**src/rtl/alu_exec_unit.sv**
```systemverilog
// RV32I execute-stage ALU with valid/ready handshakes on issue and result.
// Arithmetic, logic and compare ops finish in one cycle; shifts move one bit per cycle.
module alu_exec_unit #(
    parameter int unsigned REG_DATA_WIDTH = 32
) (
    input  logic                      clk,
    input  logic                      reset,
    input  logic                      in_valid,
    output logic                      in_ready,
    input  logic [1:0]                alu_op,
    input  logic [2:0]                funct3,
    input  logic [6:0]                funct7,
    input  logic                      alu_src_a,
    input  logic                      alu_src_b,
    input  logic [REG_DATA_WIDTH-1:0] rs1_data,
    input  logic [REG_DATA_WIDTH-1:0] rs2_data,
    input  logic [REG_DATA_WIDTH-1:0] pc,
    input  logic [REG_DATA_WIDTH-1:0] imm,
    output logic                      out_valid,
    input  logic                      out_ready,
    output logic [REG_DATA_WIDTH-1:0] result,
    output logic                      zero,
    output logic                      illegal
);

    localparam int unsigned ShW = $clog2(REG_DATA_WIDTH);

    typedef enum logic [1:0] {StIdle, StShift, StDone} state_e;
    typedef enum logic [1:0] {ShSll, ShSrl, ShSra} shift_e;

    state_e                    state_q;
    shift_e                    shk_q;
    logic [REG_DATA_WIDTH-1:0] acc_q;
    logic [ShW-1:0]            cnt_q;
    logic                      zero_q;
    logic                      illegal_q;

    logic [REG_DATA_WIDTH-1:0] op_a;
    logic [REG_DATA_WIDTH-1:0] op_b;
    logic [ShW-1:0]            shamt;
    logic [REG_DATA_WIDTH-1:0] res_c;
    logic                      is_shift_c;
    shift_e                    shk_c;
    logic                      ill_c;
    logic [REG_DATA_WIDTH-1:0] acc_d;

    assign op_a  = alu_src_a ? pc : rs1_data;
    assign op_b  = alu_src_b ? imm : rs2_data;
    assign shamt = op_b[ShW-1:0];

    // Shift ops report A as their immediate result so shamt==0 completes like a 1-cycle op.
    always_comb begin
        res_c      = '0;
        is_shift_c = 1'b0;
        shk_c      = ShSll;
        ill_c      = 1'b0;
        case (alu_op)
            2'b00: res_c = op_a + op_b;
            2'b01: res_c = op_a - op_b;
            2'b11: ill_c = 1'b1;
            default: begin
                case (funct3)
                    3'b000: res_c = (funct7 == 7'b0100000 && !alu_src_b) ? op_a - op_b
                                                                         : op_a + op_b;
                    3'b001: begin
                        res_c      = op_a;
                        is_shift_c = 1'b1;
                        shk_c      = ShSll;
                    end
                    3'b010: res_c = {{(REG_DATA_WIDTH-1){1'b0}}, $signed(op_a) < $signed(op_b)};
                    3'b011: res_c = {{(REG_DATA_WIDTH-1){1'b0}}, op_a < op_b};
                    3'b100: res_c = op_a ^ op_b;
                    3'b101: begin
                        res_c      = op_a;
                        is_shift_c = 1'b1;
                        shk_c      = funct7[5] ? ShSra : ShSrl;
                    end
                    3'b110: res_c = op_a | op_b;
                    default: res_c = op_a & op_b;
                endcase
            end
        endcase
    end

    always_comb begin
        case (shk_q)
            ShSrl:   acc_d = acc_q >> 1;
            ShSra:   acc_d = {acc_q[REG_DATA_WIDTH-1], acc_q[REG_DATA_WIDTH-1:1]};
            default: acc_d = acc_q << 1;
        endcase
    end

    always_ff @(posedge clk) begin
        if (reset) begin
            state_q   <= StIdle;
            shk_q     <= ShSll;
            acc_q     <= '0;
            cnt_q     <= '0;
            zero_q    <= 1'b1;
            illegal_q <= 1'b0;
        end else begin
            case (state_q)
                StIdle: begin
                    if (in_valid) begin
                        illegal_q <= ill_c;
                        if (is_shift_c && shamt != '0) begin
                            acc_q   <= op_a;
                            cnt_q   <= shamt;
                            shk_q   <= shk_c;
                            state_q <= StShift;
                        end else begin
                            acc_q   <= res_c;
                            zero_q  <= (res_c == '0);
                            state_q <= StDone;
                        end
                    end
                end
                StShift: begin
                    acc_q <= acc_d;
                    cnt_q <= cnt_q - ShW'(1);
                    if (cnt_q == ShW'(1)) begin
                        zero_q  <= (acc_d == '0);
                        state_q <= StDone;
                    end
                end
                StDone: begin
                    if (out_ready) begin
                        state_q <= StIdle;
                    end
                end
                default: state_q <= StIdle;
            endcase
        end
    end

    assign in_ready  = (state_q == StIdle);
    assign out_valid = (state_q == StDone);
    assign result    = acc_q;
    assign zero      = zero_q;
    assign illegal   = illegal_q;

endmodule

```
**config.mk**
```make
export PLATFORM = sky130hd
export DESIGN_NAME = alu_exec_unit
export DESIGN_NICKNAME = d
export VERILOG_FILES = /design/src/rtl/alu_exec_unit.sv
export SDC_FILE = /design/constraint.sdc
export NUM_CORES = 1
export LEC_CHECK = 0
export BUFFER_PORTS_ARGS = -buffer_cell sky130_fd_sc_hd__clkbuf_2
export CORE_MARGIN = 3
export CORE_UTILIZATION = 58
export CTS_CLUSTER_DIAMETER = 60
export CTS_CLUSTER_SIZE = 40
export DETAILED_ROUTE_END_ITERATION = 16
export GPL_ROUTABILITY_DRIVEN = 0
export PLACE_DENSITY = 0.84
export SKIP_LAST_GASP = 1
export SLEW_MARGIN = 25
export SYNTH_ARGS = -nofsm -noshare
export SYNTH_HDL_FRONTEND = slang
export SYNTH_SLANG_ARGS = --single-unit
```
**constraint.sdc**
```tcl
create_clock -name clk -period 7.1 [get_ports clk]
set_input_delay 1.065 -clock clk [delete_from_list [all_inputs] [get_ports clk]]
set_output_delay 1.065 -clock clk [all_outputs]
set_load 0.01 [all_outputs]
```
==> impl_metrics.tcl, run 1 <==
set metrics [dict create \
    drive_gt1_frac 0.171 \
    syn_area_um2 9050 \
    path_max_fanout 21 \
    core_area_um2 15300 \
    fmax_mhz 180 \
    multi_input_area_um2 7440 \
    cts_setup_buffers 0 \
    grt_util_met2 0.545 \
    slew_violations 0 \
    routed_wl_um 31600 \
    min_period_over_period 0.783 \
    cts_hold_buf 0 \
    synth_common_cells "nor2_1 (148), o21ai_0 (134), a21oi_1 (113)" \
    n_antenna_cell 0 \
    yosysUniqueCellTypes 89 \
    ant_nets 0 \
    hp-class "flop to flop" \
    ys_seq_area_frac 0.0951 \
    fin_nets 1689 \
    fillers 1355 \
    wire_per_inst_um 19.1 \
    track_usage 0.349 \
    vdd_ir_drop_max_mv 0.130 \
    ys.warnings.count 0 \
    drtPass1Iterations 6 \
    die_height_um 131 \
    final_area_um2 10100 \
    grt_pass1_vias 9834 \
    area_delta_synth_final_pct 11.7 \
    cellLeakagePower_nw 4.65 \
    yosysMostFrequentCell "nor2_1" \
    rrSetupSlack_ns 3.93 \
    finClkSkew_ns 0.00481 \
    drt_iter0_drc 1694 \
    fin_util 0.663 \
    ctsResizeCount 0 \
    path_clk_slew_ns 0.06 \
    syn_area_per_cell_um2 6.80 \
    crit_arrival_ns 5.77 \
    fin_crit_ns 5.56 \
    grt-busiest-layer "met2" \
    synth_area_leaders "ha_1 (14%), dfxtp_1 (9.5%), o21ai_0 (7.4%)" \
    cp-end-kind "flop" \
    dp.cells 1645 \
    cts_inserted_buffers 5 \
    grt_max_degree 45 \
    rows 45 \
    setup_viol 0 \
    antenna_found_initial 1 \
    worstMarginPinSlew_ns 1.08 \
    io_buffers 181 \
    tns_ns 0 \
    dieArea_um2 17100 \
    placed_area_um2 9960 \
    synth_top_area_cell "ha_1" \
    critPathRequiredTime_ns 7.31 \
    die_w_um 131 \
    finalHoldViolCount 0 \
    clockBufferDepth 2 \
    synth-async-reset-ratio 0 \
    status "complete, no violations" \
    finalPower_mw 1.50 \
    htree_levels 2 \
    num_vias 11100 \
    use_met3 0.0687 \
    synth_fp_nets 1580 \
    cts_tree "yes" \
    io_pins 182 \
    synth_ff_type "dfxtp_1" \
    clock-root-buffer "clkbuf_16" \
    use_met1 0.460 \
    seq_area_um2 861 \
    grt-ovfl-total 0 \
    routed_via_density 6.72 \
    synth_top_area_share 0.138 \
    initial_utilization 0.593 \
    dpl.hpwl_um 24200 \
    postSynthCellCount 1332 \
    cp-start-kind "input pin" \
    synth-seq-cells 43 \
    synth_enable_flop_cells 0 \
    drc 0 \
    rsz0062_at_grt "false" \
    grt_pass1_wl_um 49300 \
    maxCapViolCount 0 \
    instances_no_fill 1653 \
    powerDensity_nw_per_um2 149 \
    cts.sink_count 43 \
    worstSetupPathType "input pin to flop" \
    insertion_delay_ns 0.28 \
    slew-limit-headroom 0.280 \
]
==> worst max-delay path, cell delays in order <==
cell and delay, ns:
clkbuf_2 0.41, buf_4 0.44, mux2i_1 0.36, ha_1 0.44, inv_1 0.16, o31ai_1 0.42, a31oi_1 0.17, nor4_1 0.38
a21oi_1 0.17, mux2i_1 0.17, mux2_2 0.36, a211oi_1 0.34, nand4_1 0.20, nor4_2 0.31, nand4_1 0.13, o31ai_2 0.21
==> flip-flops by register name (all words and copies together) (netlist names) <==
| signal | count |
|---|---|
| shk_q | 2 |
| zero | 1 |
| illegal | 1 |
| result | 32 |
| state_q | 2 |
| cnt_q | 5 |
==> routing by layer <==
| layer | vias to the layer above | share of wire |
|---|---|---|
| met5 | - | 0.00038 |
| met4 | 2 | 0.049 |
| met3 | 163 | 0.14 |
| met2 | 860 | 0.43 |
| met1 | 4997 | 0.38 |
| li1 | 5078 | - |
==> cell usage in the layout, fill, tap and decap left out, types with 6 or more instances in the layout <==
master    count
clkbuf_2    181
nand3_1      24
and2_1        9
nand2b_1     13
a221oi_1     11
a211oi_1     20
nand4_1      12
inv_1       101
o31ai_1      20
nor2_1      147
or3_1         8
o22ai_1      10
xnor2_1      22
a22oi_1      35
buf_4        14
a31oi_1       9
a22o_1       16
mux2_2       13
a211o_1       6
o21a_1        6
o21bai_1      8
nand2_1     108
o211ai_1     18
ha_1        100
xor2_1        7
nor4_1       10
a21o_1       11
mux2i_1      61
nor2b_1      12
o21ai_0     134
dfxtp_1      43
a21oi_1     113
nor3_1       20
o221ai_1      7
==> worst paths after layout <==
kind,start,to,depth (start not counted)
worst max-delay path,alu_src_b,zero$_SDFFE_PP1P_,16
worst min-delay path,illegal$_SDFFE_PP0P_,illegal$_SDFFE_PP0P_,2
worst max register to register,shk_q[0]$_SDFFE_PP0P_,zero$_SDFFE_PP1P_,12
worst min register to register,illegal$_SDFFE_PP0P_,illegal$_SDFFE_PP0P_,2
==> per-stage QoR <==
| stage | hold slack (ns) | setup slack [ns] |
|---|---|---|
| 2_1_floorplan | 0.449 | 1.47 |
| 3_3_place_gp | 0.437 | 1.47 |
| 3_5_place_dp | 0.445 | 1.34 |
| 4_1_cts | 0.453 | 1.60 |
| 5_1_grt | 0.497 | 1.15 |
| 6_report | 0.452 | 1.54 |
==> power breakdown <==
group          internal [mW]  switching [mW]  leakage, nW
combinational          0.369           0.600         4.22
sequential             0.264          0.0277        0.353
clock                  0.150          0.0925       0.0772
total                  0.782           0.721         4.65
==> area by class of cell <==
cell class | count | area share
Tap cell | 211 | 0.0261
Clock buffer | 8 | 0.0155
Sequential cell | 43 | 0.0851
Multi-Input combinational cell | 1095 | 0.736
Timing Repair Buffer | 195 | 0.100
Inverter | 101 | 0.0375
==> kinds of logic after synthesis <==
logic type / share of synthesized area
compound gates: 0.362
buf+inv: 0.0840
fa+ha+maj: 0.143
flops: 0.0951
xor+xnor: 0.0281
simple gates: 0.205
mux: 0.0836
No activity file was read; power rests on OpenSTA's default activity.
==> run 2: changes to the inputs <==
ABC_AREA = 1   (was default)
CORE_UTILIZATION = 54   (was 58)
PLACE_DENSITY = 0.8   (was 0.84)
clock period = 4.45 ns   (was 7.1 ns; I/O delays follow)
==> run 2 against run 1 <==
Compared with the run above:
- clock power is 48% higher
- die area is 32% higher
- clock skew is 0.0030 ns higher
- synthesized cell count rose by 61%
- sequential cell count stayed put
- global-route usage up 1.5 points
- first-iteration DRC count rose by 30%
- final cell count is 54% higher
- synthesized area is 24% higher
- highest routed layer is now met4
- sequential share of layout area fell by 1.6 points
- routed wire length grew 35%
- utilization decreased by 5.4 points
==> impl_metrics.tcl, run 2 <==
set metrics [dict create \
    htree_levels 2 \
    postSynthCellCount 2145 \
    syn_area_per_cell_um2 5.25 \
    maxCapViolCount 0 \
    dieArea_um2 22600 \
    final_area_um2 12400 \
    synth_ff_type "dfxtp_1" \
    initial_utilization 0.553 \
    fillers 2052 \
    worstMarginPinSlew_ns 1.12 \
    grt-ovfl-total 0 \
    drt_iter0_drc 2195 \
    tns_ns 0 \
    cts_inserted_buffers 5 \
    synth_enable_flop_cells 0 \
    drtPass1Iterations 9 \
    vdd_ir_drop_max_mv 0.177 \
    synth_fp_nets 2393 \
    wire_per_inst_um 16.8 \
    seq_area_um2 861 \
    cellLeakagePower_nw 7.11 \
    routed_via_density 5.77 \
    rows 52 \
    cts_tree "yes" \
    num_vias 14700 \
    cts.sink_count 43 \
    clockBufferDepth 2 \
    cts_setup_buffers 0 \
    placed_area_um2 12300 \
    mostFrequentLayoutCell "nand2_1" \
    syn_area_um2 11300 \
    ant_nets 0 \
    pre_cts_slack_ns 0.362 \
    drc 0 \
    fin_crit_ns 3.94 \
    ctsResizeCount 0 \
    hp-class "flop to flop" \
    io_buffers 181 \
    dpl.hpwl_um 33800 \
    synth-seq-cells 43 \
    cts_hold_buf 0 \
    synth-async-reset-ratio 0 \
    grt_max_degree 47 \
    yosysMostFrequentCell "nand2_1" \
    synth_area_leaders "nand2_1 (22%), inv_1 (12%), ha_1 (11%)" \
    status "complete, no violations" \
    core_area_um2 20400 \
    rsz0062_at_grt "false" \
    cp-start-kind "input pin" \
    insertion_delay_ns 0.28 \
    multi_input_area_um2 8460 \
    slew-limit-headroom 0.245 \
    track_usage 0.364 \
    drive_gt1_frac 0.144 \
    die_w_um 150 \
    io_pins 182 \
    finClkSkew_ns 0.00780 \
    routed_wl_um 42800 \
    yosysUniqueCellTypes 56 \
    largest_reg_flops 32 \
    rrSetupSlack_ns 1.57 \
    timing.final.ws_setup_ns 0.512 \
    cp-end-kind "flop" \
    powerDensity_nw_per_um2 272 \
    grt_pass1_vias 13500 \
    antenna_found_initial 0 \
    critPathRequiredTime_ns 4.68 \
    crit_arrival_ns 4.17 \
    path_clk_slew_ns 0.06 \
    area_delta_synth_final_pct 10.1 \
    ys.warnings.count 0 \
    layout_common_cells "nand2_1 (659), inv_1 (369), clkbuf_2 (181)" \
    path_max_fanout 28 \
    ys_seq_area_frac 0.0764 \
    synth_common_cells "nand2_1 (659), inv_1 (369), a21oi_1 (169)" \
    die_height_um 150 \
    n_antenna_cell 0 \
    min_period_over_period 0.885 \
    fin_nets 2519 \
    clock-root-buffer "clkbuf_16" \
    grt_pass1_wl_um 66900 \
    fmax_mhz 254 \
    synth_top_area_share 0.220 \
    synth_top_area_cell "nand2_1" \
    finalHoldViolCount 0 \
    worstSetupPathType "input pin to flop" \
    setup_viol 0 \
    slew_violations 0 \
]
## run 2: worst paths after layout
| kind | cells after the start | start | endpoint |
|---|---|---|---|
| worst min-delay path | 2 | illegal$_SDFFE_PP0P_ | illegal$_SDFFE_PP0P_ |
| worst min register to register | 2 | illegal$_SDFFE_PP0P_ | illegal$_SDFFE_PP0P_ |
| worst max register to register | 10 | shk_q[0]$_SDFFE_PP0P_ | zero$_SDFFE_PP1P_ |
| worst max-delay path | 28 | alu_src_b | zero$_SDFFE_PP1P_ |
## run 2: cell families (layout without fill, tap and decap cells)
family | after synthesis | count (layout) | share of synthesized area
fa+ha+maj | 102 | 102 | 0.115
flops | 43 | 43 | 0.0764
simple gates | 1090 | 1090 | 0.417
compound gates | 413 | 413 | 0.207
xor+xnor | 14 | 14 | 0.0116
buf+inv | 483 | 610 | 0.174
## run 2: per-layer routing
layer  track usage  part of all wire  up-vias
met4         0.200             0.070        0
li1              -                 -     7037
met1         0.466              0.38     6306
met3        0.0861              0.14      240
met2         0.562              0.41     1086
met5             0                 0        -
## run 2: power by group
part,internal [mW],leakage (nW),switching [mW]
clock,0.207,0.0669,0.150
combinational,0.779,6.69,1.64
sequential,0.488,0.353,0.112
total,1.47,7.11,1.90
## run 2: area by class of cell
type                       count  area share
inverter                     394       0.119
tap                          270      0.0272
clock buffer                   6      0.0104
clock inverter                 2     0.00101
multi-input combinational   1619       0.682
timing repair buffer         208      0.0904
sequential                    43      0.0694
## run 2: worst max-delay path, stage by stage
cell and delay, ns:
clkbuf_2 0.10, inv_2 0.06, buf_12 0.15, or2_2 0.27, o21ai_0 0.16, inv_1 0.16, ha_1 0.25, fa_1 0.47
inv_1 0.10, nand2_1 0.06, nand2_1 0.14, nand2_1 0.07, nand2_1 0.17, xor2_1 0.25, nand2_1 0.08, nand3_1 0.09
nand2_1 0.05, nand2_1 0.08, nand2_1 0.10, nor2_1 0.11, nand3_1 0.08, nor2_1 0.11, nand2_1 0.10, nor2_1 0.11
nand2_1 0.06, nand2_1 0.05, nand2_1 0.05, nand2_1 0.05
## run 2: metrics by stage
step | cells | power, mW | hold slack (ns) | utilization
3_5_place_dp | 2534 | 2.92 | 0.468 | 0.602
5_1_grt | 2542 | 3.65 | 0.506 | 0.609
6_report | 2542 | 3.38 | 0.475 | 0.609
4_1_cts | 2542 | 3.28 | 0.476 | 0.609
2_1_floorplan | 2145 | 2.24 | 0.455 | -
3_3_place_gp | 2534 | 2.88 | 0.455 | 0.602
==> run 3: changes to the inputs <==
CORE_MARGIN = default   (was 3)
==> run 3 against run 2 <==
Compared with the run above:
- final cell count rose by 0.24%
- count of clock-buffer cells in the layout is 1 higher
- power increased by 2.3%
- utilization increased by 0.34 points
- routed wire length up 0.97%
- combinational power is essentially flat
==> impl_metrics.tcl, run 3 (synthesis gave the netlist of run 2 again) <==
set metrics [dict create \
    worstMarginPinSlew_ns 1.10 \
    rsz0062_at_grt "false" \
    worstPathCellList "clkbuf_2 > inv_2 > buf_4 > or2_2 > o21ai_0 > ha_1 > nand2_2 > nor2_2 > nand3_1 > nand3b_4 > nor2_1 > nor2_1 > nand2_1 > nand3_1 > nand2_1 > a21oi_1 > nand3_1 > nor2_1 > nand2_1 > nor2_1 > nand2_1 > nand2_1 > nand2_1 > nand2_1" \
    routed_via_density 5.81 \
    routed_wl_um 43200 \
    clockBufferDepth 2 \
    n_antenna_cell 0 \
    grt_pass1_wl_um 68400 \
    dieArea_um2 21400 \
    cts_inserted_buffers 5 \
    fmax_mhz 251 \
    setup_viol 0 \
    ant_nets 0 \
    grt_pass1_vias 13500 \
    insertion_delay_ns 0.29 \
    vdd_ir_drop_max_mv 0.167 \
    hp-start "illegal$_SDFFE_PP0P_" \
    drtPass1Iterations 6 \
    initial_utilization 0.553 \
    worst_path_dominant_cell_family "simple AND/OR/NAND/NOR gates" \
    ctsResizeCount 0 \
    antenna_found_initial 0 \
    dpl.hpwl_um 34100 \
    min_to "illegal$_SDFFE_PP0P_" \
    path_clk_slew_ns 0.07 \
    cp-start-kind "input pin" \
    slew_violations 0 \
    largest_reg_flops 32 \
    hp-class "flop to flop" \
    rrSetupSlack_ns 1.37 \
    min_period_over_period 0.897 \
    cellLeakagePower_nw 7.15 \
    die_w_um 146 \
    io_pins 182 \
    reg2reg_to "zero$_SDFFE_PP1P_" \
    wire_per_inst_um 17.0 \
    area_delta_synth_final_pct 10.8 \
    cts_setup_buffers 0 \
    critPathRequiredTime_ns 4.69 \
    fin_crit_ns 3.99 \
    tns_ns 0 \
    min_delay_path_depth 2 \
    r2r_cells 12 \
    worstSetupPathType "input pin to flop" \
    maxCapViolCount 0 \
    cpMostUsedCell "nand2_1" \
    cts_hold_buf 0 \
    rows 52 \
    drt_iter0_drc 1858 \
    status "complete, no violations" \
    powerDensity_nw_per_um2 277 \
    slew-limit-headroom 0.267 \
    path_max_fanout 23 \
    cp-end-kind "flop" \
    finalHoldViolCount 0 \
    crit_slowest_cell "ha_1" \
    clock-root-buffer "clkbuf_16" \
    max_stage_delay_ns 0.59 \
    drc 0 \
    fin_nets 2525 \
    io_buffers 181 \
    grt_max_degree 41 \
    r2r_start "shk_q[0]$_SDFFE_PP0P_" \
    num_vias 14800 \
    track_usage 0.398 \
    core_area_um2 20400 \
    cts.sink_count 43 \
    die_height_um 146 \
    finClkSkew_ns 0.00775 \
    path_buf_inv 3 \
    drive_gt1_frac 0.146 \
    crit_arrival_ns 4.23 \
    holdWs_ns 0.483 \
    mostFrequentLayoutCell "nand2_1" \
    grt-ovfl-total 0 \
    htree_levels 2 \
    layout_common_cells "nand2_1 (659), inv_1 (369), clkbuf_2 (181)" \
    cts_tree "yes" \
]
-- run 3: layout make-up --
cell class | count | area (µm²)
well taps | 270 | 338
clock inverters | 1 | 7.51
clock buffers | 7 | 153
multi-input cells | 1619 | 8460
repair buffers | 214 | 1180
fillers | 2057 | 7890
flip-flops and latches | 43 | 861
inverters | 394 | 1480
-- run 3: metal layers --
layer  wire length, µm  vias to the layer above  track usage
li1                  -                     7057            -
met1             16300                     6358        0.510
met2             17800                     1166        0.608
met3              6200                      220       0.0938
met4              2890                        0        0.227
met5                 0                        -            0
-- run 3: through the flow --
step	instances	total power [mW]	area, µm²	setup WS, ns	utilization
2_1_floorplan	2145	2.24	11300	0.903	-
3_3_place_gp	2540	2.89	12300	0.355	0.605
3_5_place_dp	2540	2.94	12300	0.339	0.605
4_1_cts	2548	3.34	12500	0.631	0.612
5_1_grt	2548	3.71	12500	0.187	0.612
6_report	2548	3.45	12500	0.460	0.612
-- run 3: worst max-delay path by stage --
stage | cells after the start | start | end
global placement | 24 | alu_src_b | zero$_SDFFE_PP1P_
finish | 24 | alu_src_b | zero$_SDFFE_PP1P_
detailed placement | 24 | alu_src_b | zero$_SDFFE_PP1P_
global route | 25 | alu_src_b | zero$_SDFFE_PP1P_
floorplan | 29 | alu_src_a | zero$_SDFFE_PP1P_
CTS | 24 | alu_src_b | zero$_SDFFE_PP1P_
-- run 3: worst register-to-register path, stage by stage, from the launching register on --
cell and delay (ns):
dfxtp_1 0.33, inv_1 0.07, ha_1 0.24, nor2_2 0.84
inv_2 0.13, nand3_1 0.10, o21ai_0 0.14, nor4_1 0.35
nand2_1 0.11, or4_1 0.54, nand2_1 0.09, nand2_1 0.05
nand2_1 0.05
-- run 3: where the power goes --
part	internal [mW]	switching (mW)	total, mW
Combinational	0.792	1.66	2.45
Sequential	0.488	0.110	0.599
Clock	0.239	0.163	0.402
